===== src/rtl/bulk_in_packetiser_pkg.sv =====
// Shared USB definitions for the bulk IN packetiser: PID codes, the
// packetiser state encoding and default max-packet sizes.
package bulk_in_packetiser_pkg;

    // USB packet identifiers (4-bit PID field, low nibble on the wire first).
    localparam logic [3:0] PID_DATA0 = 4'b0011;
    localparam logic [3:0] PID_DATA1 = 4'b1011;
    localparam logic [3:0] PID_ACK   = 4'b0010;
    localparam logic [3:0] PID_NAK   = 4'b1010;
    localparam logic [3:0] PID_STALL = 4'b1110;

    // Default bulk max-packet sizes in bytes.
    localparam int MAX_PKT_HS_DEF = 512;
    localparam int MAX_PKT_FS_DEF = 64;

    // Packetiser control states.
    typedef enum logic [1:0] {
        ST_IDLE    = 2'd0,
        ST_DATA    = 2'd1,
        ST_ZLP     = 2'd2,
        ST_WAIT_HS = 2'd3
    } pkt_state_t;

    // Selects the data PID for the current toggle value.
    function automatic logic [3:0] data_pid(input logic toggle);
        return toggle ? PID_DATA1 : PID_DATA0;
    endfunction

endpackage


===== src/rtl/bulk_in_packetiser.sv =====
// Bulk IN endpoint packetiser: answers IN tokens with data, NAK or STALL,
// cuts the FIFO byte stream into max-packet-size packets, inserts a ZLP
// after a frame that ends on a packet boundary and tracks the data toggle.
module bulk_in_packetiser
    import bulk_in_packetiser_pkg::*;
#(
    parameter int MAX_PKT_HS = MAX_PKT_HS_DEF,
    parameter int MAX_PKT_FS = MAX_PKT_FS_DEF,
    parameter int CWIDTH     = 10
) (
    input  logic       clock,
    input  logic       reset,
    input  logic       hs_mode_i,
    input  logic       halt_i,
    input  logic       clear_toggle_i,
    input  logic       token_i,
    input  logic       ack_i,
    input  logic       timeout_i,
    input  logic       has_data_i,
    output logic       xfer_o,
    input  logic       s_tvalid_i,
    output logic       s_tready_o,
    input  logic       s_tlast_i,
    input  logic [7:0] s_tdata_i,
    output logic       m_tvalid_o,
    input  logic       m_tready_i,
    output logic       m_tlast_o,
    output logic [7:0] m_tdata_o,
    output logic       m_zlp_o,
    output logic [3:0] m_pid_o,
    output logic       nak_o,
    output logic       stall_o,
    output logic       err_o
);

    pkt_state_t        state_q, state_d;
    logic              toggle_q;
    logic              zlp_pending_q;
    logic              max_hs_q;
    logic [CWIDTH-1:0] count_q;
    logic [CWIDTH-1:0] count_last;
    logic              count_at_max;
    logic              beat_last;
    logic              beat_hs;
    logic              accept_data;
    logic              accept_zlp;
    logic              ack_flip;
    logic              nak_d, stall_d, err_d;
    logic              nak_q, stall_q, err_q;

    // Index of the final byte of a full packet for the latched bus speed.
    assign count_last   = max_hs_q ? CWIDTH'(MAX_PKT_HS - 1) : CWIDTH'(MAX_PKT_FS - 1);
    assign count_at_max = (count_q == count_last);

    // The FIFO transfer request is held for exactly the data phase.
    assign xfer_o  = (state_q == ST_DATA);
    assign nak_o   = nak_q;
    assign stall_o = stall_q;
    assign err_o   = err_q;

    // State register.
    always_ff @(posedge clock) begin
        // NOTE: sequential state uses non-blocking assignments so every
        // register samples the pre-edge values of its neighbours.
        if (reset) begin
            state_q <= ST_IDLE;
        end else begin
            state_q <= state_d;
        end
    end

    // Next-state decode, stream steering and handshake pulse requests.
    always_comb begin
        // NOTE: every output of this block gets a default first so no
        // path through the case can leave a latch behind.
        state_d     = state_q;
        m_tvalid_o  = 1'b0;
        m_tlast_o   = 1'b0;
        m_tdata_o   = 8'h00;
        m_zlp_o     = 1'b0;
        s_tready_o  = 1'b0;
        beat_last   = 1'b0;
        beat_hs     = 1'b0;
        accept_data = 1'b0;
        accept_zlp  = 1'b0;
        ack_flip    = 1'b0;
        nak_d       = 1'b0;
        stall_d     = 1'b0;
        err_d       = 1'b0;

        unique case (state_q)
            ST_IDLE: begin
                if (token_i) begin
                    if (halt_i) begin
                        stall_d = 1'b1;
                    end else if (zlp_pending_q) begin
                        accept_zlp = 1'b1;
                        state_d    = ST_ZLP;
                    end else if (has_data_i) begin
                        accept_data = 1'b1;
                        state_d     = ST_DATA;
                    end else begin
                        nak_d = 1'b1;
                    end
                end
            end

            ST_DATA: begin
                // Straight combinational pass-through; a source bubble
                // simply shows up as m_tvalid_o low.
                beat_last  = s_tlast_i | count_at_max;
                m_tvalid_o = s_tvalid_i;
                s_tready_o = m_tready_i;
                m_tdata_o  = s_tdata_i;
                m_tlast_o  = beat_last;
                beat_hs    = s_tvalid_i & m_tready_i;
                if (beat_hs && beat_last) begin
                    state_d = ST_WAIT_HS;
                end
            end

            ST_ZLP: begin
                m_tvalid_o = 1'b1;
                m_tlast_o  = 1'b1;
                m_zlp_o    = 1'b1;
                if (m_tready_i) begin
                    state_d = ST_WAIT_HS;
                end
            end

            ST_WAIT_HS: begin
                // ACK wins over a coincident timeout; nothing is replayed.
                if (ack_i) begin
                    ack_flip = 1'b1;
                    state_d  = ST_IDLE;
                end else if (timeout_i) begin
                    err_d   = 1'b1;
                    state_d = ST_IDLE;
                end
            end

            default: state_d = ST_IDLE;
        endcase
    end

    // Packet context: byte counter, speed, PID, toggle, ZLP flag and pulses.
    always_ff @(posedge clock) begin
        if (reset) begin
            toggle_q      <= 1'b0;
            zlp_pending_q <= 1'b0;
            max_hs_q      <= 1'b0;
            count_q       <= '0;
            m_pid_o       <= PID_DATA0;
            nak_q         <= 1'b0;
            stall_q       <= 1'b0;
            err_q         <= 1'b0;
        end else begin
            nak_q   <= nak_d;
            stall_q <= stall_d;
            err_q   <= err_d;

            if (accept_data) begin
                max_hs_q <= hs_mode_i;
                count_q  <= '0;
            end else if (beat_hs) begin
                count_q <= count_q + 1'b1;
            end

            if (accept_data || accept_zlp) begin
                m_pid_o <= data_pid(toggle_q);
            end

            // A frame ending on the last byte of a full packet owes a ZLP.
            if (beat_hs && beat_last) begin
                zlp_pending_q <= s_tlast_i & count_at_max;
            end else if (state_q == ST_ZLP && m_tready_i) begin
                zlp_pending_q <= 1'b0;
            end

            // Host reconfiguration beats a same-cycle ACK.
            if (clear_toggle_i) begin
                toggle_q <= 1'b0;
            end else if (ack_flip) begin
                toggle_q <= ~toggle_q;
            end
        end
    end

endmodule


===== config.mk =====
export PLATFORM = sky130hd
export DESIGN_NAME = bulk_in_packetiser
export DESIGN_NICKNAME = d
export VERILOG_FILES = /design/src/rtl/bulk_in_packetiser_pkg.sv /design/src/rtl/bulk_in_packetiser.sv
export SDC_FILE = /design/constraint.sdc
export NUM_CORES = 1
export LEC_CHECK = 0
export CAP_MARGIN = 20
export CELL_PAD_IN_SITES_DETAIL_PLACEMENT = 0
export CELL_PAD_IN_SITES_GLOBAL_PLACEMENT = 2
export CORE_UTILIZATION = 22
export DETAILED_ROUTE_END_ITERATION = 8
export PLACE_DENSITY = 0.71
export RECOVER_POWER = 50
export REMOVE_ABC_BUFFERS = 1
export SYNTH_ARGS = -nofsm -noshare
export SYNTH_HDL_FRONTEND = slang
export SYNTH_SLANG_ARGS = --single-unit

===== constraint.sdc =====
create_clock -name clock -period 1.95 [get_ports clock]
set_clock_uncertainty 0.05 [all_clocks]
set_input_delay 0.39 -clock clock [delete_from_list [all_inputs] [get_ports clock]]
set_output_delay 0.39 -clock clock [all_outputs]
set_load 0.02 [all_outputs]

==> results of run 1 <==
## worst paths after layout
check | slack, ps | end | depth (start not counted)
worst min-delay path | 420 | m_pid_o[3] | 2
worst max-delay path | -330 | m_tlast_o | 5
worst max register to register | -70 | state_q[0] | 7
worst min register to register | 420 | m_pid_o[3] | 2
## cell families (layout without fill, tap and decap cells)
family          count (synthesis)  count (layout)  synth area share
buf+inv                        11              73            0.0556
fa+ha+maj                       5               5            0.0579
mux                             1               1           0.00927
simple gates                   60              60             0.309
compound gates                 17              17             0.127
xor+xnor                       10              10            0.0811
flops                          19              19             0.352
other cells                     2               3           0.00696
## cells in the mapped netlist (all sizes together), types with 3 or more instances
master	number	area (µm²)
inv	5	18.8
and3	3	20.0
o21ai	4	20.0
buf	4	33.8
xor2	3	26.3
ha	5	62.6
dfxtp	19	380
xnor2	7	61.3
nand3	3	15.0
o21a	4	30.0
and2	9	56.3
nand2	10	37.5
nor2	15	56.3
a21oi	4	20.0
## where the power goes
group,leakage [nW],internal [mW],switching (mW)
combinational,0.530,0.283,0.293
clock,0.0255,0.142,0.132
sequential,0.154,0.412,0.0161
## worst min-delay path, cell delays in order, from the launching register on
cell and delay, ps:
dfxtp_1 320, nand2_1 60, a21oi_1 50
## registers in the layout, summed over array words and instances (netlist names)
| signal | cells |
|---|---|
| count_q | 10 |
| err_o | 1 |
| m_pid_o | 1 |
| max_hs_q | 1 |
| nak_o | 1 |
| stall_o | 1 |
| state_q | 2 |
| toggle_q | 1 |
| zlp_pending_q | 1 |
## final cells by class
type,count,area (µm²)
Clock buffer,3,41.3
Clock inverter,1,5.00
Fill cell,493,2960
Inverter,5,18.8
Multi-Input combinational cell,96,682
Sequential cell,19,382
Tap cell,67,83.8
Timing Repair Buffer,64,549
## stage by stage
stage          setup WS [ps]  std cells
2_1_floorplan           -123        120
3_3_place_gp            -574        249
3_5_place_dp            -562        249
4_1_cts                 -354        254
5_1_grt                 -440        255
6_report                -333        255
## layer usage
layer,vias to the layer above,global-route usage,share of wire
li1,543,-,-
met1,483,0.135,0.45
met2,41,0.190,0.46
met3,5,0.0278,0.065
met4,0,0.0654,0.025
met5,-,0,0
## what timing repair did
item | 4_1_cts | 5_1_grt
setup endpoints to repair | 15 | 15
setup buffers | 1 | 1
gates resized for setup | 31 | 13
pin swaps | 3 | 1
hold endpoints to repair | 0 | 0
==> run summary, run 1 <==
status -> complete, but fails checks
violated checks -> setup timing
post-synthesis cell area -> 0.00108 mm²
Final ANT Viol Nets -> 0
Power Density -> 726 mW/mm²
asr flop ratio synth -> 0
clk slew on worst S/H paths -> 70 ps
RSZ-0062 raised after global routing -> yes
DRT Pass-1 Iters -> 4
reg2reg start -> max_hs_q
ANT cells -> 0
WP data arrival -> 1840 ps
worst-case clock buffer depth -> 2
setup ws final -> -333 ps
first-pass GRT wire length -> 4620 µm
Post-synth EDFFs -> 0
Post-Syn Area per Cell -> 8.64 µm²
CP startpoint -> max_hs_q
ys flop type -> dfxtp_1
gpl congestion -> 0.769
core area -> 0.00472 mm²
most common cell after layout, fill and taps aside -> buf_4
Root Driver -> clkbuf_8
Post-DP Area -> 0.00168 mm²
CP max stage delay -> 540 ps
Tot GR Track Use -> 0.114
fin area -> 0.00176 mm²
sequential-to-total area share from yosys stat -> 0.352
synth unique cells -> 37
Final setup viols -> 5
routed via count -> 1,072
H-tree depth -> 1
period utilization -> 1.17
most frequent cells in the layout -> buf_4 (26), dfxtp_1 (18), clkdlybuf4s50_1 (18)
initial antenna violation count -> 0
Crit Path Max Fanout -> 2
CTS tree -> yes
max frequency -> 0.438 GHz
Total Nets Final -> 214
Clk Latency, worst-skew pair -> 260 ps
DIE WIDTH -> 72.1 µm
Port Buffer Count -> 36
Syn Inst Count -> 125
vias in the first global route -> 1,063
Critical Path, Cell by Cell -> or4_4, a2111oi_4, o21a_1, o21a_1, buf_6
Max-cap violations -> 0
total gr overflow -> 0
Initial Util -> 0.229
DRC violations left -> 0
largest net degree at the start of global routing -> 12
CTS buffer count -> 3
overall power -> 1.28 mW
final hold vios -> 0
Crit. End Element -> output pin
vias per inst -> 4.20
Startpoint Class -> register
share of layout cells above drive strength 1 -> 0.266
Ports -> 40
Setup CP Type -> reg -> out
hold path start -> toggle_q
YS warnings -> 0
most used cell, CP -> o21a_1
fin crit period -> 2280 ps
clk sinks -> 19
routed len/inst -> 10.7 µm
largest vdd supply drop -> 0.263 mV
hold crit path type -> reg -> reg
DP HPWL -> 2240 µm
Final TNS setup -> -492 ps
drt total wl -> 2730 µm
Vert. Die Dim -> 72.1 µm
slowest CP cell -> or4_4
Slew Viols, Final -> 0
CP required -> 1510 ps
Rows -> 25
Synth Register Bits -> 19
post-layout util -> 0.373
Iteration-0 DRC Markers -> 20
Worst Path Buf+Inv -> 1
# hold bufs at CTS -> 0
full die area -> 0.00519 mm²
critical path's top delay family -> compound AO/OA/AOI/OAI gates
area grow syn2layout -> 63.2%
leak pwr -> 0.709 nW
WHS -> 418 ps
(Power assumes the default switching activity.)
==> run 2: changes to the inputs <==
==> constraint.sdc (replaced) <==
create_clock -name clock -period 1.95 [get_ports clock]
set_clock_uncertainty 0.05 [all_clocks]
set_input_delay 0.39 -clock clock [delete_from_list [all_inputs] [get_ports clock]]
set_output_delay 0.39 -clock clock [all_outputs]
set_load 0.1 [all_outputs]
==> run summary, run 2 (same netlist as run 1, synthesis figures left out) <==
status -> complete, but fails checks
violated checks -> setup timing
core area -> 0.00472 mm²
worst-case clock buffer depth -> 2
period utilization -> 1.23
Startpoint Class -> register
post-layout util -> 0.381
CTS buffer count -> 3
Largest regs -> count_q x10, state_q x2
max reg flops -> 10
Port Buffer Count -> 36
most common cell after layout, fill and taps aside -> clkdlybuf4s50_1
Tot GR Track Use -> 0.116
clk sinks -> 19
largest net degree at the start of global routing -> 11
DRT Pass-1 Iters -> 4
Root Driver -> clkbuf_8
Crit. End Element -> output pin
Final ANT Viol Nets -> 0
clk slew on worst S/H paths -> 70 ps
vias in the first global route -> 996
most frequent cells in the layout -> clkdlybuf4s50_1 (18), dfxtp_1 (17), nor2_1 (15), buf_4 (15), buf_12 (13)
routed via count -> 1,027
CTS tree -> yes
Crit Path Max Fanout -> 2
leak pwr -> 0.682 nW
max frequency -> 0.417 GHz
Initial Util -> 0.229
Total Nets Final -> 203
Setup CP Type -> reg -> out
DRC violations left -> 0
Slew Viols, Final -> 0
share of layout cells above drive strength 1 -> 0.299
Clk Latency, worst-skew pair -> 260 ps
Final setup viols -> 4
FF/Latch Area -> 385 µm²
total gr overflow -> 0
multi-input logic area -> 668 µm²
met3 wire len -> 197 µm
setup ws final -> -446 ps
Rows -> 25
normalized max-slew margin -> 0.640
# hold bufs at CTS -> 0
CP required -> 1510 ps
DP HPWL -> 2260 µm
DIE WIDTH -> 72.1 µm
Post-DP Area -> 0.00175 mm²
Power Density -> 1030 mW/mm²
Top Metal Used -> met4
drt total wl -> 2820 µm
Iteration-0 DRC Markers -> 38
vias per inst -> 4.21
ANT cells -> 0
H-tree depth -> 1
fin area -> 0.00180 mm²
full die area -> 0.00519 mm²
final hold vios -> 0
Vert. Die Dim -> 72.1 µm
initial antenna violation count -> 0
# Post-CTS Setup Buffers -> 0
WP data arrival -> 1960 ps
Max-cap violations -> 0
Post-Route M1 WL -> 1230 µm
RSZ-0062 raised after global routing -> yes
Ports -> 40
gpl congestion -> 0.832
hold crit path type -> reg -> reg
largest vdd supply drop -> 0.300 mV
routed len/inst -> 11.6 µm
Worst Tran Pin Value -> 542 ps
Largest Register -> count_q
first-pass GRT wire length -> 4590 µm
met2 WL -> 1330 µm
area grow syn2layout -> 66.6%
fin crit period -> 2400 ps
filler cell count in the final layout -> 486
-- run 2: routing by layer --
metal	up-vias	track usage
met5	-	0
met4	0	0.0654
met3	4	0.0306
met2	37	0.187
met1	463	0.139
li1	523	-
-- run 2: where the power goes --
part / leakage, nW / internal (mW) / total (mW) / switching [mW]
Sequential: 0.155 / 0.415 / 0.431 / 0.0164
Clock: 0.0228 / 0.145 / 0.277 / 0.131
Combinational: 0.505 / 0.423 / 1.14 / 0.715
-- run 2: final cells by class --
type	count	area share
multi-input combinational	96	0.371
timing repair buffer	53	0.332
tap	67	0.0466
clock buffer	4	0.0250
sequential	19	0.214
inverter	5	0.0104
-- run 2: stage by stage --
| step | hold slack, ps | TNS, ps | cells | setup WS, ps | power [mW] |
|---|---|---|---|---|---|
| global route | 450 | -1430 | 244 | -526 | 1.94 |
| floorplan | 388 | -12280 | 120 | -1400 | 1.14 |
| finish | 420 | -498 | 244 | -446 | 1.85 |
| global placement | 409 | -675 | 240 | -201 | 1.53 |
| detailed placement | 418 | -632 | 240 | -217 | 1.54 |
| CTS | 429 | -509 | 244 | -468 | 1.85 |
-- run 2: path summary, 6_finish.rpt --
path | from | endpoint | slack (ps) | cells past startpoint
min | toggle_q | m_pid_o[3] | 420 | 2
max reg2reg | max_hs_q | state_q[1] | -30 | 6
min reg2reg | toggle_q | m_pid_o[3] | 420 | 2
max | max_hs_q | m_tlast_o | -450 | 5
-- run 2: repair_timing --
item | 4_1_cts | 5_1_grt
setup endpoints to repair | 12 | 12
resized for setup | 6 | 8
pin swaps | 3 | 1
-- run 2: critical path, cell delays in order, from the launching register on --
cell and delay (ps):
dfxtp_2 320, or4_4 540, a2111oi_4 340, o21a_1 160
o21a_1 160, buf_12 180
==> run 3: changes to the inputs <==
--- a/config.mk
+++ b/config.mk
@@ -8,9 +8,9 @@
 export CAP_MARGIN = 20
 export CELL_PAD_IN_SITES_DETAIL_PLACEMENT = 0
 export CELL_PAD_IN_SITES_GLOBAL_PLACEMENT = 2
-export CORE_UTILIZATION = 22
+export CORE_UTILIZATION = 24
 export DETAILED_ROUTE_END_ITERATION = 8
-export PLACE_DENSITY = 0.71
+export PLACE_DENSITY = 0.74
 export RECOVER_POWER = 50
 export REMOVE_ABC_BUFFERS = 1
 export SYNTH_ARGS = -nofsm -noshare
==> constraint.sdc (replaced) <==
create_clock -name clock -period 2.3 [get_ports clock]
set_clock_uncertainty 0.05 [all_clocks]
set_input_delay 0.46 -clock clock [delete_from_list [all_inputs] [get_ports clock]]
set_output_delay 0.46 -clock clock [all_outputs]
set_load 0.1 [all_outputs]
==> run summary, run 3 (same netlist as run 1, synthesis figures left out) <==
Non-Filler Instances -> 217
Root Driver -> clkbuf_8
CTS buffer count -> 3
area grow syn2layout -> 53.5%
Tot GR Track Use -> 0.121
worst-case clock buffer depth -> 2
most frequent cells in the layout -> dfxtp_1 (18), clkdlybuf4s50_1 (18), nor2_1 (15)
first-pass GRT wire length -> 4630 µm
routed len/inst -> 11.8 µm
Placed Cells -> 213
full die area -> 0.00477 mm²
Final ANT Viol Nets -> 0
met3 wire len -> 87 µm
Total Nets Final -> 191
DRT Pass-1 Iters -> 6
Rows -> 24
Largest regs -> count_q x10, state_q x2
max frequency -> 0.406 GHz
Top Metal Used -> met3
status -> complete, but fails checks
filler cell count in the final layout -> 456
initial antenna violation count -> 0
drt total wl -> 2550 µm
leak pwr -> 0.605 nW
period utilization -> 1.07
normalized max-slew margin -> 0.226
vias in the first global route -> 1,009
# hold bufs at CTS -> 0
fin crit period -> 2460 ps
Ports -> 40
routed via count -> 966
vias per inst -> 4.45
largest vdd supply drop -> 0.319 mV
Worst Tran Pin Value -> 1170 ps
max reg flops -> 10
Largest Register -> count_q
WP data arrival -> 1950 ps
H-tree depth -> 1
share of layout cells above drive strength 1 -> 0.182
Crit. End Element -> output pin
Final setup viols -> 1
largest net degree at the start of global routing -> 13
Max-cap violations -> 0
RSZ-0062 raised after global routing -> yes
Clk Latency, worst-skew pair -> 260 ps
fin area -> 0.00166 mm²
setup ws final -> -163 ps
clk sinks -> 19
clk slew on worst S/H paths -> 80 ps
Port Buffer Count -> 36
CP required -> 1790 ps
DP HPWL -> 2110 µm
# Post-CTS Setup Buffers -> 0
Initial Util -> 0.250
core area -> 0.00432 mm²
met2 WL -> 1280 µm
total gr overflow -> 0
Setup CP Type -> reg -> out
Post-DP Area -> 0.00163 mm²
Startpoint Class -> register
Slew Viols, Final -> 0
Iteration-0 DRC Markers -> 13
Post-Route M1 WL -> 1190 µm
ANT cells -> 0
final hold vios -> 0
DIE WIDTH -> 69.1 µm
hold crit path type -> reg -> reg
CTS tree -> yes
gpl congestion -> 0.743
violated checks -> DRC, setup timing
Vert. Die Dim -> 69.1 µm
Power Density -> 907 mW/mm²
DRC violations left -> 1
Crit Path Max Fanout -> 3
## run 3: cell types whose count changed in the layout (fill, tap and decap cells not counted), moves of 2 or more
cell / delta
buf_4: -11
and2_1: +3
and2_4: -3
clkbuf_2: -3
clkbuf_1: +2
ha_1: +2
ha_2: -2
## run 3: per-stage QoR
step	setup slack [ps]	total power [mW]	util	hold WS (ps)	TNS, ps
finish	-163	1.50	0.383	428	-163
global route	-262	1.59	0.383	454	-262
CTS	-184	1.53	0.387	432	-184
detailed placement	66.0	1.28	0.376	420	0
global placement	64.2	1.28	0.376	401	0
floorplan	-1120	0.964	-	388	-6130
## run 3: layout make-up
type / instances / area [µm²] / area share
sequential: 19 / 382 / 0.230
clock buffer: 3 / 41.3 / 0.0249
multi-input combinational: 96 / 643 / 0.388
tap: 52 / 65.1 / 0.0392
clock inverter: 1 / 7.51 / 0.00453
inverter: 5 / 18.8 / 0.0113
timing repair buffer: 41 / 500 / 0.302
## run 3: metal layers
layer	GRT usage	vias to the layer above
li1	-	496
met1	0.154	444
met2	0.201	26
met3	0.0205	0
met4	0.0476	0
met5	0	-
## run 3: power breakdown
part	switching, mW	internal [mW]
Sequential	0.0126	0.348
Combinational	0.584	0.320
Clock	0.116	0.122
## run 3: final timing paths
| path | slack, ps | end | cells past startpoint | from |
|---|---|---|---|---|
| worst min register to register | 430 | m_pid_o[3] | 2 | toggle_q |
| worst min-delay path | 430 | m_pid_o[3] | 2 | toggle_q |
| worst max register to register | 290 | state_q[1] | 6 | max_hs_q |
| worst max-delay path | -160 | m_tlast_o | 5 | max_hs_q |
## run 3: worst max-delay path, stage by stage (launching register included)
cell	delay, ps
dfxtp_2	330
or4_4	540
a2111oi_4	340
o21a_1	150
o21a_1	150
buf_12	180
## run 3: what timing repair did
action	in CTS	in global routing
pin swaps	1	0
endpoints found under the setup margin	1	1
gates resized for setup	1	0
==> RTL change: new RTL, config.mk and constraints of run 1 <==
Put one more register stage on the output `err_o`, with the module's reset. The value now appears one clock later. The other outputs are not delayed to match.
--- a/src/rtl/bulk_in_packetiser.sv
+++ b/src/rtl/bulk_in_packetiser.sv
@@ -56,7 +56,13 @@
     assign xfer_o  = (state_q == ST_DATA);
     assign nak_o   = nak_q;
     assign stall_o = stall_q;
-    assign err_o   = err_q;
+    always_ff @(posedge clock) begin
+        if (reset) begin
+            err_o <= '0;
+        end else begin
+            err_o <= err_q;
+        end
+    end
 
     // State register.
     always_ff @(posedge clock) begin
Function: changed (Yosys sat finds a counterexample within 4 cycles, from zero or initial values and one cycle with reset high).
==> RTL change against run 1 <==
The run still ends with setup timing left; cell count is 2.7% higher; design area is 1.8% higher; sequential share of layout area is 0.72 points higher; sequential power is 7.9% higher; largest power group unchanged; die area is 1.1% higher; via count is 0.65% lower; routed wire length is 8.6% higher; global-route usage is 1.0 points higher; largest cell class unchanged; total power is 27% higher; worst setup slack worse by 0.0044 ns; register-to-register slack worse by 0.18 ns; synthesized area is 1.2% higher; sequential cell count is 1 higher.
==> RTL change: results (changes against run 1) <==
Run status
  – Failing checks: setup timing
  – Run status: finished, violations left

Yosys
  – Top post-synthesis cells by area: dfxtp_1, ha_1, and2_1
  – Post-synthesis adder-cell area fraction: 0.0573 (-0.000664)
  – Compound-cell area share of the yosys netlist: 0.124 (-0.00375)
  – Post-synth top cells: dfxtp_1, nor2_1, and2_1
  – XOR/XNOR Fraction of Synth Area: 0.0802 (-0.000929)
  – Synth Instances: 128 (+2.4%)
  – Mux cell area share after synthesis: 0.00916 (-0.000106)

Drt
  – DR vias: 1065 (-0.65%)
  – Drt wl/cell: 11.3 µm (+5.7%)
  – Drt initial violations: 25 (+25%)

Finish
  – Share of cells above drive strength 1: 0.292 (+0.0264)
  – Final std cells w/o fill: 262 (+2.7%)
  – # fillers: 491 (-0.41%)
  – Fin nets: 221 (+3.3%)

Power
  – Max VDD drop: 504 µV (+91%)
  – Static Leakage: 0.756 nW (+6.6%)

Global routing
  – First-pass GRT wire length: 4950 µm (+7.2%)
  – Tot GR Track Use: 0.125 (+0.0105)

Min path
  – Hold Crit Class: reg -> reg

Placed design
  – Routability cong.: 0.756 (-1.7%)
  – DP HPWL: 2350 µm (+5.0%)
  – Area after DPL: 1740 µm² (+3.2%)

CTS
  – CTS buffer count: 3 (unchanged)

STA
  – Final setup violation count: 4 (-1)
  – Worst Setup Slack, final: -0.337 ns (-0.00437 ns)
  – Fin Setup TNS: -0.781 ns (-0.288 ns)

Setup path
  – Worst EP arrival: 1.85 ns
RTL change: changes by cell type after synthesis, sizes merged, moves of 2 or more:
cell,delta
a311oi,-2
clkbuf,+2
inv,+2
nand2,-2
nor2b,+2
or2b,-2
RTL change: worst max-delay path, stage by stage (launching register included):
cell and delay (ns):
dfxtp_1 0.32, or4_4 0.54, a2111oi_4 0.32, o21a_1 0.17, o21a_1 0.12, buf_6 0.12
RTL change: repair_timing:
| action | in CTS | in global routing |
|---|---|---|
| pin swaps | 3 | 1 |
| setup buffers | 1 | 1 |
| endpoints found under the setup margin | 15 | 15 |
| endpoints found under the hold margin | 0 | 0 |
| resized for setup | 33 | 14 |
| cloned | 0 | 0 |
RTL change: metal layers:
metal  track usage  vias up  share of wire
met2         0.217       29           0.48
met1         0.147      473           0.46
li1              -      559              -
met4        0.0654        0          0.017
met3        0.0208        4          0.044
met5             0        -              0
RTL change: stage by stage:
step,total power [mW],hold slack [ns],setup slack (ns),utilization
6_report,1.62,0.406,-0.337,0.377
5_1_grt,1.74,0.445,-0.425,0.377
4_1_cts,1.63,0.407,-0.355,0.379
3_5_place_dp,1.32,0.393,-0.572,0.365
3_3_place_gp,1.32,0.372,-0.561,0.365
2_1_floorplan,0.892,0.364,-0.123,-
RTL change: worst paths after layout:
path                                 start    endpoint  slack [ns]  cells after the start
worst max-delay path            count_q[8]   m_tlast_o       -0.34                      5
worst min-delay path                 err_q       err_o        0.41                      1
worst max register to register  count_q[8]  state_q[0]       -0.25                      7
worst min register to register       err_q       err_o        0.41                      1
RTL change: cells by family (layout without fill, tap and decap cells):
logic type	after synthesis	count (layout)
simple gates	58	58
flops	20	20
compound gates	18	18
buf+inv	14	80
xor+xnor	10	10
fa+ha+maj	5	5
other cells	2	3
mux	1	1
RTL change: cell type report:
type,count,area [µm²],share of cell area
clock buffer,4,55.1,0.0307
timing repair buffer,69,574,0.320
sequential,20,402,0.224
inverter,7,26.3,0.0146
tap,67,83.8,0.0467
multi-input combinational,95,653,0.364
RTL change: report_power, final:
part | internal, mW | switching [mW] | total, mW
Sequential | 0.437 | 0.0246 | 0.462
Clock | 0.180 | 0.148 | 0.328
Combinational | 0.413 | 0.415 | 0.828
Total | 1.03 | 0.587 | 1.62
